[config.mk]
export PLATFORM = sky130hd
export DESIGN_NAME = mo_ctrl
export DESIGN_NICKNAME = d
export VERILOG_FILES = /design/src/rtl/mo_ctrl.sv
export SDC_FILE = /design/constraint.sdc
export NUM_CORES = 1
export LEC_CHECK = 0
export ABC_AREA = 1
export CAP_MARGIN = 20
export CORE_ASPECT_RATIO = 0.7
export CORE_MARGIN = 4
export CORE_UTILIZATION = 45
export DETAILED_ROUTE_END_ITERATION = 8
export PLACE_DENSITY = 0.6
export SYNTH_ARGS = -nofsm -noshare
export SYNTH_HDL_FRONTEND = slang
export SYNTH_SLANG_ARGS = --single-unit
[constraint.sdc]
create_clock -name clk -period 3.3 [get_ports clk]
set_input_delay 0.33 -clock clk [delete_from_list [all_inputs] [get_ports clk]]
set_output_delay 0.33 -clock clk [all_outputs]
set_load 0.02 [all_outputs]
[src/rtl/mo_ctrl.sv]
// mo_ctrl: sequencing FSM for Y = A*X + B (A n x r, X r x n, B/Y n x n).
// Fetches n and r, walks the memory opcode/index stream element by element
// (row-major, col fastest) and drives the strobes of an external MAC datapath.
// Ports:
//   clk, reset (async, active low)
//   in_data  : memory read data, sampled only while fetching n and r
//   opcode   : 000 GET_N, 001 GET_R, 010 READ_A, 011 READ_X, 100 READ_B,
//              101 WRITE_Y, 111 IDLE
//   i, j     : row/column index of the current access
//   ld_a, mac, add_b, acc_clr : one-hot datapath strobes tied to the opcode
//   fin      : sticky completion flag
module mo_ctrl #(
  parameter int unsigned W = 10
) (
  input  logic         clk,
  input  logic         reset,
  input  logic [W-1:0] in_data,
  output logic [2:0]   opcode,
  output logic [W-1:0] i,
  output logic [W-1:0] j,
  output logic         ld_a,
  output logic         mac,
  output logic         add_b,
  output logic         acc_clr,
  output logic         fin
);

  localparam logic [2:0] OP_GET_N  = 3'b000;
  localparam logic [2:0] OP_GET_R  = 3'b001;
  localparam logic [2:0] OP_READ_A = 3'b010;
  localparam logic [2:0] OP_READ_X = 3'b011;
  localparam logic [2:0] OP_READ_B = 3'b100;
  localparam logic [2:0] OP_WR_Y   = 3'b101;
  localparam logic [2:0] OP_IDLE   = 3'b111;

  typedef enum logic [2:0] {
    S_IDLE, S_GET_N, S_GET_R, S_RD_A, S_RD_X, S_RD_B, S_WR_Y, S_DONE
  } state_t;

  state_t       state_q, state_d;
  logic [W-1:0] n_q, n_d, r_q, r_d;
  logic [W-1:0] row_q, row_d, col_q, col_d, k_q, k_d;
  logic [2:0]   opcode_q, opcode_d;
  logic [W-1:0] i_q, i_d, j_q, j_d;
  logic         ld_a_q, ld_a_d, mac_q, mac_d, add_b_q, add_b_d;
  logic         acc_clr_q, acc_clr_d, fin_q, fin_d;
  logic         last_elem;

  // Next state and counters.
  always_comb begin
    state_d   = state_q;
    n_d       = n_q;
    r_d       = r_q;
    row_d     = row_q;
    col_d     = col_q;
    k_d       = k_q;
    last_elem = 1'b0;
    case (state_q)
      S_IDLE:  state_d = S_GET_N;
      S_GET_N: begin
        n_d     = in_data;
        state_d = S_GET_R;
      end
      S_GET_R: begin
        r_d   = in_data;
        row_d = '0;
        col_d = '0;
        k_d   = '0;
        if (n_q == '0)          state_d = S_DONE;
        else if (in_data == '0) state_d = S_RD_B;
        else                    state_d = S_RD_A;
      end
      S_RD_A:  state_d = S_RD_X;
      S_RD_X: begin
        // r_q is non-zero here, so r_q-1 cannot wrap.
        if (k_q == r_q - W'(1)) begin
          k_d     = '0;
          state_d = S_RD_B;
        end else begin
          k_d     = k_q + W'(1);
          state_d = S_RD_A;
        end
      end
      S_RD_B:  state_d = S_WR_Y;
      S_WR_Y: begin
        if (col_q < n_q - W'(1)) begin
          col_d = col_q + W'(1);
        end else if (row_q < n_q - W'(1)) begin
          col_d = '0;
          row_d = row_q + W'(1);
        end else begin
          last_elem = 1'b1;
        end
        if (last_elem)       state_d = S_DONE;
        else if (r_q != '0)  state_d = S_RD_A;
        else                 state_d = S_RD_B;
      end
      S_DONE:  state_d = S_DONE;
      default: state_d = S_IDLE;
    endcase
  end

  // Outputs decoded from the state being entered so they register with it.
  always_comb begin
    opcode_d  = OP_IDLE;
    i_d       = '0;
    j_d       = '0;
    ld_a_d    = 1'b0;
    mac_d     = 1'b0;
    add_b_d   = 1'b0;
    acc_clr_d = 1'b0;
    fin_d     = 1'b0;
    case (state_d)
      S_GET_N: opcode_d = OP_GET_N;
      S_GET_R: opcode_d = OP_GET_R;
      S_RD_A: begin
        opcode_d = OP_READ_A;
        i_d      = row_d;
        j_d      = k_d;
        ld_a_d   = 1'b1;
      end
      S_RD_X: begin
        opcode_d = OP_READ_X;
        i_d      = k_d;
        j_d      = col_d;
        mac_d    = 1'b1;
      end
      S_RD_B: begin
        opcode_d = OP_READ_B;
        i_d      = row_d;
        j_d      = col_d;
        add_b_d  = 1'b1;
      end
      S_WR_Y: begin
        opcode_d  = OP_WR_Y;
        i_d       = row_d;
        j_d       = col_d;
        acc_clr_d = 1'b1;
      end
      S_DONE:  fin_d = 1'b1;
      default: opcode_d = OP_IDLE;
    endcase
  end

  // State, counter and output registers.
  always_ff @(posedge clk or negedge reset) begin
    if (!reset) begin
      state_q   <= S_IDLE;
      n_q       <= '0;
      r_q       <= '0;
      row_q     <= '0;
      col_q     <= '0;
      k_q       <= '0;
      opcode_q  <= OP_IDLE;
      i_q       <= '0;
      j_q       <= '0;
      ld_a_q    <= 1'b0;
      mac_q     <= 1'b0;
      add_b_q   <= 1'b0;
      acc_clr_q <= 1'b0;
      fin_q     <= 1'b0;
    end else begin
      state_q   <= state_d;
      n_q       <= n_d;
      r_q       <= r_d;
      row_q     <= row_d;
      col_q     <= col_d;
      k_q       <= k_d;
      opcode_q  <= opcode_d;
      i_q       <= i_d;
      j_q       <= j_d;
      ld_a_q    <= ld_a_d;
      mac_q     <= mac_d;
      add_b_q   <= add_b_d;
      acc_clr_q <= acc_clr_d;
      fin_q     <= fin_d;
    end
  end

  assign opcode  = opcode_q;
  assign i       = i_q;
  assign j       = j_q;
  assign ld_a    = ld_a_q;
  assign mac     = mac_q;
  assign add_b   = add_b_q;
  assign acc_clr = acc_clr_q;
  assign fin     = fin_q;

endmodule

==> Word-level counts from Yosys, hierarchy flattened <==
Cells that the tools add are included.
{ "totals": {"out_inout_bits": 28, "reg_bits": 81, "word_cells": 67, "inputBits": 12} }
{ "op_classes": {"n_reduce_logical": 6, "add_sub_neg": 5, "n_eq_ne": 15, "n_mux": 25, "order_cmp": 2} }
{ "ops": {"columns": ["operator", "n"], "rows": [
  ["$pmux 10 s2", 5],
  ["$mux 10", 5],
  ["$add 10x1->10 const B", 3],
  ["$eq 3x3->1 const B", 8],
  ["$pmux 3 s8", 1],
  ["$logic_not 10->1", 2],
  ["$lt 10x10->1", 2],
  ["$sub 10x1->10 const B", 2],
  ["$pmux 3 s6", 1],
  ["$mux 3", 5],
  ["$eq 3x2->1 const B", 4],
  ["$eq 10x10->1", 1],
  ["$reduce_bool 10->1", 1],
  ["$mux 1", 8],
  ["$eq 3x1->1 const B", 2],
  ["$reduce_or 3->1", 2],
  ["$logic_not 3->1", 1]
]} }

==> Depth between registers and ports, before layout <==
{ "depth": {"word_depth": 10, "depth_mapped": 25, "depth_no_buf": 24} }

==> Worst setup path after synthesis <==
OpenSTA, ideal clock, no wires.
{ "synth_timing": {"path_type": "register to register", "from": "reg n_q[0]", "to": "reg j_q[7], in the netlist j[7]", "path_slack_ns": 0.699, "t_arrival_ns": 2.536, "synth_period_minus_slack_ns": 2.601, "path_buffers": 1, "setup_ns": 0.065, "stages_incl_launch_ff": 26, "cell_sequence": "dfrtp_1 -> inv_1 -> ha_1 -> nand2_2 -> xor2_1 -> ha_1 -> nand2_1 -> inv_1 -> a21oi_1 -> nand2_1 -> nand2_1 -> nand2_1 -> inv_1 -> nand2_1 -> nand3_2 -> nand2_4 -> nand2_4 -> nand2_2 -> nand2_2 -> nand2_4 -> inv_2 -> nand3_4 -> inv_2 -> buf_6 -> nand2_1 -> nand2_1"} }
{ "synth_via": {"elab_chain_len": 10, "elab_cells_between_ends": 19, "classes_between": "1 x add/sub; 2 x order compare; 4 x eq/ne; 10 x mux; 2 x reduce/logical"} }
{ "synth_lines": {"columns": ["item", "line_no", "text"], "rows": [
  ["start: declaration", "41", "logic [W-1:0] n_q, n_d, r_q, r_d;"],
  ["start signal: assignment", "164", "n_q <= n_d;"],
  ["$sub 10x1->10", "86, 88", null],
  ["$lt 10x10->1", "88", "end else if (row_q < n_q - W'(1)) begin"],
  ["$mux 1", "88", null],
  ["$mux 1", "86", "if (col_q < n_q - W'(1)) begin"],
  ["$mux 1", "58", "case (state_q)"],
  ["$mux 3", "94", "if (last_elem) state_d = S_DONE;"],
  ["$pmux 3 s8 *", "58", null],
  ["via state_d[2]", "40", "state_t state_q, state_d;"],
  ["$eq 3x3->1", "113", "case (state_d)"],
  ["$reduce_or 3->1 (no source line)", null, null],
  ["$pmux 10 s2 *", "113", null],
  ["via j_d[7]", "44", "logic [W-1:0] i_q, i_d, j_q, j_d;"],
  ["end signal: assignment", "171", "j_q <= j_d;"],
  ["end: declaration", "44", null]
]} }
The timed path passes the listed nets; every way through them passes the cells marked *. The select of a mux whose other input is x is not followed.
A chain may end at the register's enable or synchronous reset.

==> Worst setup path after layout <==
{ "layout_timing": {"from": "reg n_q[0]", "to": "reg j_q[7], in the netlist j[7]"} }
{ "layout_via": {"elab_cells_between_ends": 19, "classes_between": "1 x add/sub; 2 x order compare; 4 x eq/ne; 10 x mux; 2 x reduce/logical"} }
{ "layout_lines": {"columns": ["item", "line_no", "text"], "rows": [
  ["$sub 10x1->10 *", "86, 88", null],
  ["$lt 10x10->1", "88", null],
  ["$mux 10", "88", null],
  ["$mux 10 *", "86", null],
  ["$pmux 10 s2 *", "58", null],
  ["via col_d[7]", "42", "logic [W-1:0] row_q, row_d, col_q, col_d, k_q, k_d;"],
  ["$pmux 10 s2 *", "113", null],
  ["via j_d[7]", "44", null]
]} }
Marks and branches as above.

==> run summary <==
status -> finished clean
Ys Warns -> 0
die area -> 12,700 um2
Leak -> 2.87 nW
largest net degree at the start of global routing -> 82
Hold Fails Final Rpt -> 0
final worst slack -> 0.339 ns
First-pass DRT Iterations -> 5
skew final -> 0.00683 ns
ANT nets after route -> 0
num rows -> 31
Pins Over Slew Limit -> 0
Register Area -> 2030 um2
Total Routing Usage GR -> 0.224
Reg2Reg Depth -> 21
Max rail drop VDD -> 0.243 mV
Synth async-reset ratio -> 1.00
worst skew pair latency -> 0.34 ns
average size of a mapped cell -> 7.65 um2
placed cells -> 822
antenna cell count -> 0
gr ovfl total -> 0
final worst path period need -> 2.96 ns
Synth Flop Type -> dfrtp_1
CTS root buf -> clkbuf_16
syn nets -> 671
Fmax achieved -> 0.338 GHz
Cell variety after synth -> 43
Crit Path Category -> register to register
initial core utilization -> 0.467
Die Span Y -> 95.4 um
area added between synthesis and finish -> 19.4%
worst path arrival time -> 3.24 ns
leading post-synthesis cells by cell area -> dfrtp_1 40%, nand2_1 14%, inv_1 6.0%
Final Power -> 2.22 mW
cts bufs inserted -> 9
drt drc -> 0
hold slack -> 0.350 ns
layout cells sized above 1 -> 0.124
first-pass GRT wire length -> 22.0 mm
CTS max path bufs -> 2
Post-Synthesis Cell Area -> 4910 um2
Max Fanout on Critical Path -> 20
HP Class -> input pin to asynchronous set/reset pin
Port Buffer Count -> 39
Final Cycle Share -> 0.897
post-synth top area cell -> dfrtp_1
multi-input combinational cell area -> 2460 um2
CTS tree -> yes
worst relative slew slack -> 0.637
Vias per Instance -> 5.19
Place WS -> 0.193 ns
gpl congestion -> 0.922
Routed WL per cell -> 16.1 um
Core Box Area -> 10,500 um2
Final Util -> 0.558
non-filler cells, final -> 842
Yosys reg bits -> 81
number of global-route vias before repair -> 4,134
Gate Count Post-Synth -> 642
number of H-tree levels -> 3
Post-synth top cells -> 181 x nand2_1, 79 x inv_1, 78 x dfrtp_1, 46 x o21ai_0, 44 x nor2_1
Worst-path clk slew -> 0.07 ns
WP data required -> 3.58 ns
area share of the largest cell type after synthesis -> 0.398
initial antenna violation count -> 0
post-synthesis sequential area ratio -> 0.414
CP Launch Type -> register
drt initial violations -> 388
maxcap violations -> 0
Detailed Route WL -> 13.6 mm
DIE WIDTH -> 133 um
fin area -> 5860 um2
vias -> 4,371
DP Area -> 5440 um2
Post-synth EDFFs -> 0
final setup fails -> 0
boundary pin count -> 40
DPL Wire Length -> 10.4 mm
RSZ-0062 raised after global routing -> no
fin nets -> 718
setup TNS -> 0 ns
count leader, synth -> nand2_1
fillcell total -> 977
P per Cell Area -> 378 nW/um2
clock sink total -> 81
worst slew pin tran -> 0.544 ns
CP Capture Type -> register
[worst paths after layout]
kind | start | endpoint | slack [ns]
min in group clk | r_q[7] | r_q[7] | 0.55
max in group asynchronous | reset | opcode[1] | 2.36
setup / recovery | n_q[0] | j[7] | 0.34
hold / removal | reset | fin | 0.35
hold reg to reg | r_q[7] | r_q[7] | 0.55
setup reg to reg | n_q[0] | j[7] | 0.34
[what timing repair did]
action                                 CTS  global route
hold buffers                             0             1
buffers inserted                         0             2
setup endpoints to repair                0            12
gates resized for setup                  0             3
endpoints found under the hold margin    0             7
[registers in the layout, summed over array words and instances, names as in the netlist]
signal	count
acc_clr	1
add_b	1
col_q	10
fin	1
i	10
j	10
k_q	10
ld_a	1
mac	1
n_q	10
opcode	3
r_q	10
row_q	10
state_q	3
[area by class of cell]
class,count,share of cell area
Multi-Input combinational cell,454,0.420
Tap cell,148,0.0316
Timing Repair Buffer,46,0.0790
Clock buffer,9,0.0384
Inverter,97,0.0634
Sequential cell,81,0.346
Clock inverter,7,0.0211
[layout by cell type (no fill, tap or decap), types with 2 or more instances in the layout]
cell	n
o21ai_0	46
bufinv_16	3
clkinv_1	2
nor2_4	5
nor2_1	44
dfrtp_1	78
inv_6	3
nor3_1	10
o22ai_1	11
xor2_1	18
nor4_1	5
o21ai_2	2
ha_1	17
inv_2	14
nand3_4	2
clkdlybuf4s50_1	38
o21ai_1	6
nand2_4	4
nand2_2	7
nor2_2	7
nand3_2	6
buf_4	6
or2_2	2
nand3_1	40
nand4_1	7
nor3_2	2
dfstp_2	3
nand2_1	181
xnor2_1	3
a21oi_1	17
clkbuf_16	9
inv_1	79
[cell families (layout without fill, tap and decap cells)]
family,count (synthesis),after routing,share of synthesized area
simple gates,327,327,0.315
buf+inv,107,159,0.0884
compound gates,88,88,0.100
flops,81,81,0.414
xor+xnor,22,22,0.0392
fa+ha+maj,17,17,0.0433
[critical path: stages (launching register included)]
cell     delay, ns
dfrtp_1       0.40
inv_1         0.11
ha_1          0.21
nand2_2       0.13
xor2_2        0.18
ha_1          0.28
nand2_1       0.08
inv_1         0.04
o21ai_0       0.06
nand3_1       0.12
nand2_1       0.07
nand2_1       0.06
o21ai_2       0.18
nor2_4        0.06
buf_4         0.21
nand2_8       0.13
inv_6         0.05
nor2_4        0.11
nand2_1       0.07
o22ai_1       0.20
nand2_1       0.09
nand2_1       0.07
[where the power goes]
part / internal [mW] / switching [mW] / leakage, nW / total (mW)
Combinational: 0.0199 / 0.0328 / 1.71 / 0.0528
Clock: 0.749 / 0.422 / 0.172 / 1.17
Sequential: 0.994 / 0.00105 / 0.987 / 0.995
[metal layers]
metal	vias to the layer above	part of all wire	global-route usage
met5	-	0	0
met4	0	0.0066	0.0381
met3	13	0.065	0.0485
met2	147	0.39	0.311
met1	2069	0.54	0.358
li1	2142	-	-
No activity file was read; power rests on OpenSTA's default activity.
